File: config.mk
export PLATFORM = sky130hd
export DESIGN_NAME = wb_commit
export DESIGN_NICKNAME = d
export VERILOG_FILES = /design/src/rtl/wb_commit_pkg.sv /design/src/rtl/wb_commit_load_align.sv /design/src/rtl/wb_commit.sv
export SDC_FILE = /design/constraint.sdc
export NUM_CORES = 1
export LEC_CHECK = 0
export CORE_AREA = 4 4 168 170
export DETAILED_ROUTE_END_ITERATION = 8
export DIE_AREA = 0 0 172 174
export PLACE_DENSITY = 0.81
export SYNTH_ARGS = -nofsm -noshare
export SYNTH_HDL_FRONTEND = slang
export SYNTH_SLANG_ARGS = --single-unit
File: constraint.sdc
create_clock -name clk -period 2.46 [get_ports clk]
set_clock_uncertainty 0.15 [all_clocks]
set_input_delay 0.738 -clock clk [delete_from_list [all_inputs] [get_ports clk]]
set_output_delay 0.738 -clock clk [all_outputs]
set_load 0.01 [all_outputs]
File: src/rtl/wb_commit_pkg.sv
// Shared MIPS core definitions: exception codes, CP0 numbers, byte-enable
// encodings and the MEM/WB register layout used by the write-back stage.
package mips_defs;

    localparam logic [4:0] EXC_INT  = 5'd0;
    localparam logic [4:0] EXC_ADEL = 5'd4;
    localparam logic [4:0] EXC_ADES = 5'd5;
    localparam logic [4:0] EXC_SYS  = 5'd8;
    localparam logic [4:0] EXC_BP   = 5'd9;
    localparam logic [4:0] EXC_RI   = 5'd10;

    localparam logic [4:0] CP0_BADVADDR = 5'd8;
    localparam logic [4:0] CP0_STATUS   = 5'd12;
    localparam logic [4:0] CP0_CAUSE    = 5'd13;
    localparam logic [4:0] CP0_EPC      = 5'd14;

    localparam logic [3:0] BE_BYTE = 4'b0001;
    localparam logic [3:0] BE_HALF = 4'b0011;
    localparam logic [3:0] BE_WORD = 4'b1111;

    localparam int          STATUS_EXL = 1;
    localparam logic [31:0] EXL_MASK   = 32'h1 << STATUS_EXL;

    typedef enum logic {RUN, SQUASH} wb_state_e;

    typedef struct packed {
        logic [31:0] pc;
        logic        in_delay_slot;
        logic [31:0] alu_result;
        logic [31:0] addr;
        logic [31:0] rdata;
        logic [3:0]  ren;
        logic [3:0]  wen;
        logic        is_unsigned;
        logic        to_reg;
        logic        reg_write;
        logic [4:0]  reg_num;
        logic        cp0_write;
        logic [4:0]  cp0_wnum;
        logic [2:0]  cp0_sel;
        logic        bad_inst;
        logic        epc_inst;
        logic        syscall;
        logic        brk;
        logic        fetch_adel;
    } mem_fields_t;

    // Halfword accesses need an even address, word accesses a 4-byte aligned one.
    function automatic logic misaligned(input logic [3:0] be, input logic [1:0] addr);
        return (be == BE_HALF && addr[0]) || (be == BE_WORD && addr != 2'b00);
    endfunction

endpackage

File: src/rtl/wb_commit_load_align.sv
// Load data alignment: picks the addressed byte/halfword out of the raw
// memory word and sign- or zero-extends it to 32 bits.
module load_align
    import mips_defs::*;
(
    input  logic [31:0] rdata,
    input  logic [1:0]  addr,
    input  logic [3:0]  ren,
    input  logic        zero_ext,
    output logic [31:0] data
);

    logic [7:0]  byte_sel;
    logic [15:0] half_sel;

    always_comb begin
        case (addr)
            2'd0:    byte_sel = rdata[7:0];
            2'd1:    byte_sel = rdata[15:8];
            2'd2:    byte_sel = rdata[23:16];
            default: byte_sel = rdata[31:24];
        endcase
        half_sel = addr[1] ? rdata[31:16] : rdata[15:0];

        case (ren)
            BE_BYTE: data = {{24{byte_sel[7] & ~zero_ext}}, byte_sel};
            BE_HALF: data = {{16{half_sel[15] & ~zero_ext}}, half_sel};
            default: data = rdata;
        endcase
    end

endmodule

File: src/rtl/wb_commit.sv
// MEM/WB pipeline register and commit stage: load write-back, exception
// prioritisation, ERET commit, pipeline flush and PC redirect.
module wb_commit
    import mips_defs::*;
#(
    parameter logic [31:0] EXC_VECTOR = 32'hBFC00380,
    parameter logic [31:0] RESET_PC   = 32'hBFC00000
) (
    input  logic        clk,
    input  logic        rst,
    input  logic        write,
    input  logic        flush,
    input  logic [31:0] mem_pc,
    input  logic        mem_in_delay_slot,
    input  logic [31:0] mem_alu_result,
    input  logic [31:0] mem_addr,
    input  logic [31:0] mem_rdata,
    input  logic [3:0]  mem_ren,
    input  logic [3:0]  mem_wen,
    input  logic        mem_unsigned,
    input  logic        mem_to_reg,
    input  logic        mem_regWrite,
    input  logic [4:0]  mem_reg_num,
    input  logic        mem_cp0Write,
    input  logic [4:0]  mem_cp0_wnum,
    input  logic [2:0]  mem_cp0_sel,
    input  logic        mem_bad_inst,
    input  logic        mem_epc_inst,
    input  logic        mem_syscall,
    input  logic        mem_break,
    input  logic        mem_fetch_adel,
    input  logic [31:0] cp0_status,
    input  logic [31:0] cp0_epc,
    output logic [31:0] wb_data,
    output logic        wb_rf_wen,
    output logic [4:0]  wb_rf_wnum,
    output logic        wb_cp0_wen,
    output logic [4:0]  wb_cp0_wnum,
    output logic [2:0]  wb_cp0_sel,
    output logic        except,
    output logic [31:0] wb_cp0_state,
    output logic [31:0] wb_cp0_cause,
    output logic [31:0] wb_cp0_badAdddress,
    output logic [31:0] wb_cp0_epc,
    output logic        flush_out,
    output logic        redirect_valid,
    output logic [31:0] redirect_pc
);

    mem_fields_t r;
    mem_fields_t in_fields;
    logic        valid;
    wb_state_e   state, state_next;

    logic        exc_hit;
    logic [4:0]  exc_code;
    logic [31:0] exc_bad;
    logic        take_exc, take_eret, commit;
    logic [31:0] load_data;

    assign in_fields = '{
        pc: mem_pc, in_delay_slot: mem_in_delay_slot, alu_result: mem_alu_result,
        addr: mem_addr, rdata: mem_rdata, ren: mem_ren, wen: mem_wen,
        is_unsigned: mem_unsigned, to_reg: mem_to_reg, reg_write: mem_regWrite,
        reg_num: mem_reg_num, cp0_write: mem_cp0Write, cp0_wnum: mem_cp0_wnum,
        cp0_sel: mem_cp0_sel, bad_inst: mem_bad_inst, epc_inst: mem_epc_inst,
        syscall: mem_syscall, brk: mem_break, fetch_adel: mem_fetch_adel
    };

    always_ff @(posedge clk) begin
        if (rst) begin
            r     <= '0;
            valid <= 1'b0;
            state <= RUN;
        end else begin
            state <= state_next;
            if (write)
                r <= in_fields;
            // A commit kills whatever arrives on the following edge, stalled or not.
            if (commit)
                valid <= 1'b0;
            else if (write)
                valid <= !flush && state == RUN;
        end
    end

    always_comb begin
        state_next = state;
        case (state)
            RUN:     if (commit) state_next = SQUASH;
            SQUASH:  if (write)  state_next = RUN;
            default: state_next = RUN;
        endcase
    end

    always_comb begin
        exc_hit  = 1'b1;
        exc_code = EXC_INT;
        exc_bad  = '0;
        if (r.fetch_adel) begin
            exc_code = EXC_ADEL;
            exc_bad  = r.pc;
        end else if (r.bad_inst) begin
            exc_code = EXC_RI;
        end else if (r.syscall) begin
            exc_code = EXC_SYS;
        end else if (r.brk) begin
            exc_code = EXC_BP;
        end else if (misaligned(r.ren, r.addr[1:0])) begin
            exc_code = EXC_ADEL;
            exc_bad  = r.addr;
        end else if (misaligned(r.wen, r.addr[1:0])) begin
            exc_code = EXC_ADES;
            exc_bad  = r.addr;
        end else begin
            exc_hit = 1'b0;
        end
    end

    assign take_exc  = valid && state == RUN && exc_hit;
    assign take_eret = valid && state == RUN && !exc_hit && r.epc_inst;
    assign commit    = take_exc || take_eret;

    load_align u_load_align (
        .rdata    (r.rdata),
        .addr     (r.addr[1:0]),
        .ren      (r.ren),
        .zero_ext (r.is_unsigned),
        .data     (load_data)
    );

    always_comb begin
        wb_data            = r.to_reg ? load_data : r.alu_result;
        wb_rf_wen          = valid && r.reg_write && r.reg_num != 5'd0 && !commit;
        wb_rf_wnum         = r.reg_num;
        wb_cp0_wen         = valid && r.cp0_write && !commit;
        wb_cp0_wnum        = r.cp0_wnum;
        wb_cp0_sel         = r.cp0_sel;
        except             = commit;
        flush_out          = commit;
        redirect_valid     = commit;
        redirect_pc        = RESET_PC;
        wb_cp0_state       = '0;
        wb_cp0_cause       = '0;
        wb_cp0_badAdddress = '0;
        wb_cp0_epc         = '0;
        if (take_exc) begin
            redirect_pc        = EXC_VECTOR;
            wb_cp0_state       = cp0_status | EXL_MASK;
            wb_cp0_cause       = {r.in_delay_slot, 24'd0, exc_code, 2'b00};
            wb_cp0_badAdddress = exc_bad;
            wb_cp0_epc         = r.in_delay_slot ? r.pc - 32'd4 : r.pc;
        end else if (take_eret) begin
            redirect_pc  = cp0_epc;
            wb_cp0_state = cp0_status & ~EXL_MASK;
        end
    end

endmodule

# ---- After elaboration in Yosys (flattened, before gate mapping)
# Index checks and enable logic that the tools add are counted.
dict set report classes {
  n_shift 0
  n_reduce_logical 24
  n_mux 33
  mul 0
  n_addsub 1
  n_div 0
  bitwise 4
  magnitude_cmp 0
  eq_ne 7
}
# cell count
set op_table {}
lappend op_table {{$mux 32} 15}
lappend op_table {{$pmux 32 s2} 1}
lappend op_table {{$sub 32x3->32 const B} 1}
lappend op_table {{$pmux 8 s3} 1}
lappend op_table {{$mux 16} 1}
lappend op_table {{$mux 4} 4}
lappend op_table {{$logic_and 1x1->1} 14}
lappend op_table {{$eq 4x2->1 const B} 2}
lappend op_table {{$eq 4x4->1 const B} 2}
lappend op_table {{$mux 1} 8}
lappend op_table {{$mux 3} 2}
lappend op_table {{$reduce_bool 5->1} 1}
lappend op_table {{$eq 4x1->1 const B} 1}
lappend op_table {{$logic_not 1->1} 3}
lappend op_table {{$logic_or 1x1->1} 3}
lappend op_table {{$and 1x1->1} 2}
lappend op_table {{$eq 2x1->1 const B} 1}
lappend op_table {{$eq 2x2->1 const B} 1}
lappend op_table {{$logic_not 2->1} 1}
lappend op_table {{$not 1->1} 2}
lappend op_table {{$pmux 1 s2} 1}
lappend op_table {{$reduce_bool 2->1} 1}
lappend op_table {{$reduce_or 2->1} 1}
dict set report word_totals {
  register_bits 161
  word_cells 90
  n_memories 0
  ram_bits 0
  rom_bits 0
  latch_bits 0
  output_inout_bits 210
}

# ---- Depth between registers and ports, before layout
dict set report logic_depth {
  depth_word 15
  depth_mapped 8
  mapped_depth_nobuf 7
}

# ---- Cells and area by module
# A second synthesis with hierarchy kept.
dict set report hier_totals {
  cells_unflattened 1002
  area_unflattened_um2 8783.4
}
# mod area_each_um2 seq_area_each_um2 cells_per_inst n_inst
set modules_own_cells {}
lappend modules_own_cells {wb_commit 8161.6 3223.1 901 1}
lappend modules_own_cells {load_align 621.8 0.0 101 1}

# ---- Worst setup path after synthesis
# Ideal clock, no wire load.
dict set report synth_path {
  kind {register to output}
  from {reg r[134] (netlist name)}
  to {out wb_cp0_epc[25]}
  t_arrival_ns 1.799
  t_required_ns 1.572
  setup_slack_ns -0.227
  path_stages_with_launch 7
  path_cell_list {dfxtp_1 > buf_6 > or4_4 > nor4_4 > nand4_1 > xnor2_1 > nor2_1}
}
dict set report synth_between {
  elab_chain_len 3
}
# item line_no
set synth_rtl {}
lappend synth_rtl {{start, declared} wb_commit.sv:50} ;# mem_fields_t r;
lappend synth_rtl {{start signal, assigned} wb_commit.sv:78} ;# r <= in_fields;
lappend synth_rtl {{$sub 32x3->32} wb_commit.sv:152} ;# wb_cp0_epc = r.in_delay_slot ? r.pc - 32'd4 : r.pc;
lappend synth_rtl {{$mux 32} wb_commit.sv:152}
lappend synth_rtl {{$mux 32} wb_commit.sv:147} ;# if (take_exc) begin
lappend synth_rtl {{end, declared} wb_commit.sv:44} ;# output logic [31:0] wb_cp0_epc,
# Every way passes these cells.

# ---- Worst setup path after layout
dict set report layout_path {
  from {reg r[63] (netlist name)}
  to {out wb_data[13]}
}
dict set report layout_between {
  elab_chain_len 5
}
# item line_no
set layout_rtl {}
lappend layout_rtl {{$eq 2x2->1 (tied with other cells)} wb_commit_load_align.sv:17} ;# case (addr)
lappend layout_rtl {{$pmux 8 s3} wb_commit_load_align.sv:17}
lappend layout_rtl {{$and 1x1->1} wb_commit_load_align.sv:26} ;# BE_BYTE: data = {{24{byte_sel[7] & ~zero_ext}}, byte_sel};
lappend layout_rtl {{$pmux 32 s2 (*)} wb_commit_load_align.sv:25} ;# case (ren)
lappend layout_rtl {{$mux 32 (*)} wb_commit.sv:133} ;# wb_data = r.to_reg ? load_data : r.alu_result;
lappend layout_rtl {{end, declared} wb_commit.sv:34} ;# output logic [31:0] wb_data,
# Mark *: on every way between the ends. The rest lies on a longest branch, timed or not.

==> run summary <==
Residual DRC count: 0
Largest net degree at the start of global routing: 36
Area used by multi-input combinational logic: 0.00585 mm2
Number of cells on the worst reg-to-reg path: 10
Router iterations before antenna repair: 5
Area fraction in compound gates after synthesis: 0.0580
Pin slew with the least headroom to its limit: 0.551 ns
Area of placed instances: 0.0141 mm2
Number of buffers between clock root and the deepest sink: 2
VDD IR max: 0.391 mV
Static Leakage: 7.44 nW
Leading cell types in the layout, fill and taps excluded: clkdlybuf4s50_1 (236), nor2_1 (199), mux2i_1 (194)
Initial cell density of the core: 0.324
Die area: 0.0299 mm2
Count of different cell masters after synthesis: 49
Cell Area, Synth: 0.00865 mm2
Proportion of synthesized chip area in sequential cells: 0.372
Maximum clock frequency: 303 MHz
Remaining global-route overflow: 0
Fill count: 2,000
Classification of the worst setup path: reg2out
Number of flops mapped to enable cells by yosys: 0
Clock transition time at the flip-flop clock pins of the worst setup and hold paths: 0.07 ns
Number of warnings printed during yosys synthesis: 0
Failing checks: setup timing
Core ar.: 0.0267 mm2
Post-route fraction of the period consumed by the critical path: 1.34
Number of standard cells in the final layout excluding fillers: 1,930
Critical path capture point type: output pin
Internal reg-to-reg setup slack: -0.06 ns
Post-synthesis share of cell area spent on and, or, nand and nor gates: 0.212
IO Pins: 437
Gp weighted congestion: 0.953
Crit path cell chain: buf_4 -> buf_6 -> mux2_4 -> nor2_4 -> o41ai_2 -> buf_4 -> buf_12 -> buf_12 -> a21oi_1 -> o22ai_1 -> clkbuf_2
Nets: 1,803
IO buf count: 408
Combinational family with the most area after synthesis: multiplexers
Instance count after placement with tap cells included: 1,820
Startpoint of the most critical setup path: r[63]$_SDFFE_PP0P_
Vertical extent of the die: 174 um
Fraction of layout instances using a drive strength above 1: 0.393
Areal power density over the cells: 477 mW/mm2
Synthesized area per cell: 8.51 um2
Final Hold Vio Count: 0
Synth Area in Adders: 0.00145
Post-Syn Instances: 1,017
Minimum period implied by the final worst setup slack: 3.30 ns
Proportion of synthesized area in mux cells: 0.249
Via count: 9,618
Beginning of the worst register-to-register path: r[63]$_SDFFE_PP0P_
Later-pin clock latency in the skew report: 0.42 ns
Synth async-reset ratio: 0
Post-Layout Inst Area: 0.0165 mm2
Number of antenna violations at the first check in global routing: 3
Standard-cell rows: 60
Max-slew violations: 0
Ratio of routed vias to standard cells: 4.98
Required time reported for the critical path endpoint: 1.57 ns
Crit path buf inv count: 6
Routed length per instance: 20.4 um
Number of sinks handled by clock tree synthesis: 161
Worst relative slew slack: 0.632
Share of the core filled with cells: 0.618
Critical-path cell with the highest stage delay: dfxtp_4
Worst Hold Launch: r[68]$_SDFFE_PP0P_
Total number of H-tree levels: 4
Root buf cell: clkbuf_16
Combined global-route utilization of all metal layers: 0.224
Vias in the first global route: 9,580
Count of state elements after synthesis: 161
Capturing element of the worst setup path: wb_data[13]
Number of cells on the critical path: 11
Number of buffers added by the clock tree synthesis step: 17
Total length of routed wires: 39.5 mm
First DRT Iteration DRCs: 553
Clock tree from TritonCTS: yes
FF-to-FF End: valid$_SDFFE_PP0P_
Classification of the worst-slack hold path: reg2reg
Area growth from synthesis to layout: 90.8%
Data arrival at the endpoint of the critical path: 2.41 ns
CP startpoint kind: register
Setup slack after layout: -0.837 ns
Width of the chip: 172 um
Area share of xor/xnor cells in the synthesized design: 0.0283
Count of maximum capacitance violations: 0
Run status: finished, violations left
Most common cell after layout, fill and taps aside: clkdlybuf4s50_1
Setup Viol. Count Final: 169
Detail Route Antenna Nets: 0
Max incr delay on CP: 0.37 ns
Unrepaired setup endpoints after global routing: yes
Global-route wire length before repair: 52.7 mm
Family of cells with the greatest summed delay on the critical path: buffers and inverters
Placed wire-length estimate: 26.7 mm
Main synth FF type: dfxtp_1
Critical Path Fanout Max: 7
Post-Place Worst Slack: -0.711 ns
Sequential cell area: 0.00324 mm2
==> sequential cells by signal, indices dropped and copies added, names as in the netlist <==
| name | flops |
|---|---|
| r | 146 |
| wb_cp0_wnum | 5 |
| wb_rf_wnum | 5 |
| wb_cp0_sel | 3 |
| state | 1 |
| valid | 1 |
==> worst register-to-register path: stages (launching register included) <==
cell and delay [ns]:
dfxtp_4 0.37, o211a_1 0.22, o211ai_1 0.28, buf_4 0.21, a31oi_4 0.12, buf_6 0.17, buf_12 0.13, buf_16 0.13
buf_4 0.13, buf_4 0.12, a2111oi_0 0.37
==> metrics by stage <==
| stage | power, W | TNS, ns | hold slack (ns) |
|---|---|---|---|
| 2_1_floorplan | 0.00372 | -3.71 | 0.306 |
| 3_3_place_gp | 0.00468 | -94.51 | 0.319 |
| 3_5_place_dp | 0.00471 | -99.40 | 0.332 |
| 4_1_cts | 0.00763 | -127.51 | 0.349 |
| 5_1_grt | 0.00818 | -133.34 | 0.373 |
| 6_report | 0.00788 | -115.94 | 0.344 |
==> how the worst min path moves through the flow <==
| stage | to | slack, ns | depth (start not counted) |
|---|---|---|---|
| final | r[68]$_SDFFE_PP0P_ | 0.34 | 2 |
| after global routing | r[69]$_SDFFE_PP0P_ | 0.37 | 2 |
| after CTS | r[68]$_SDFFE_PP0P_ | 0.35 | 2 |
| after detailed placement | r[68]$_SDFFE_PP0P_ | 0.33 | 2 |
| after global placement | r[100]$_SDFFE_PP0P_ | 0.32 | 2 |
| after floorplan | r[100]$_SDFFE_PP0P_ | 0.31 | 2 |
==> what timing repair did <==
action	4_1_cts	5_1_grt
cloned	8	5
setup endpoints to repair	170	170
resized for setup	509	532
hold buffers	0	0
hold endpoints to repair	0	0
pin swaps	40	96
setup buffers	25	48
==> power breakdown <==
part	internal, W	switching [W]	leakage [nW]
combinational	0.00121	0.000975	5.80
clock	0.00150	0.00130	0.307
sequential	0.00276	0.000126	1.33
total	0.00548	0.00240	7.44
==> layout make-up <==
| class | instances | area share |
|---|---|---|
| inverter | 15 | 0.00371 |
| antenna | 1 | 0.000152 |
| multi-input combinational | 750 | 0.355 |
| timing repair buffer | 630 | 0.381 |
| tap | 341 | 0.0258 |
| clock buffer | 18 | 0.0266 |
| clock inverter | 14 | 0.0114 |
| sequential | 161 | 0.197 |
==> Yosys cell counts (3+ instances only) <==
master | count | share of area
mux2_2 | 15 | 0.020
nor3b_1 | 4 | 0.0035
nand4_1 | 3 | 0.0022
clkbuf_1 | 48 | 0.021
nor4b_1 | 3 | 0.0030
nand4b_1 | 3 | 0.0030
buf_4 | 43 | 0.037
buf_2 | 12 | 0.0069
nor3_1 | 11 | 0.0064
or3_1 | 12 | 0.0087
and3_1 | 5 | 0.0036
o22ai_1 | 8 | 0.0058
a21oi_1 | 44 | 0.025
o211a_1 | 3 | 0.0035
nor4_1 | 8 | 0.0058
inv_1 | 15 | 0.0065
xnor2_1 | 17 | 0.017
buf_1 | 13 | 0.0056
nor2_1 | 250 | 0.11
and2_1 | 52 | 0.038
dfxtp_1 | 161 | 0.37
nand2_1 | 25 | 0.011
o21ai_0 | 18 | 0.010
nand3_1 | 7 | 0.0040
nor2b_1 | 3 | 0.0022
mux2i_1 | 198 | 0.23
xor2_1 | 11 | 0.011
==> layer usage <==
layer  wire, um  track usage  vias to the layer above
li1           -            -                     4476
met1      14400        0.246                     4551
met2      20000        0.392                      488
met3       3490       0.0760                       99
met4       1550       0.0911                        4
met5         25            0                        -
==> cell families (layout without fill, tap and decap cells) <==
kind of cell               after synthesis  count (layout)
xor gates and xnor gates                28              28
and+or+nand+nor                        397             397
other                                    1              28
muxes                                  213             213
AOI/OAI and AO/OA                       84              84
adders and majority gates                1               1
buffers and inverters                  132             677
DFF                                    161             161
Power figures use the tool's default switching activity.
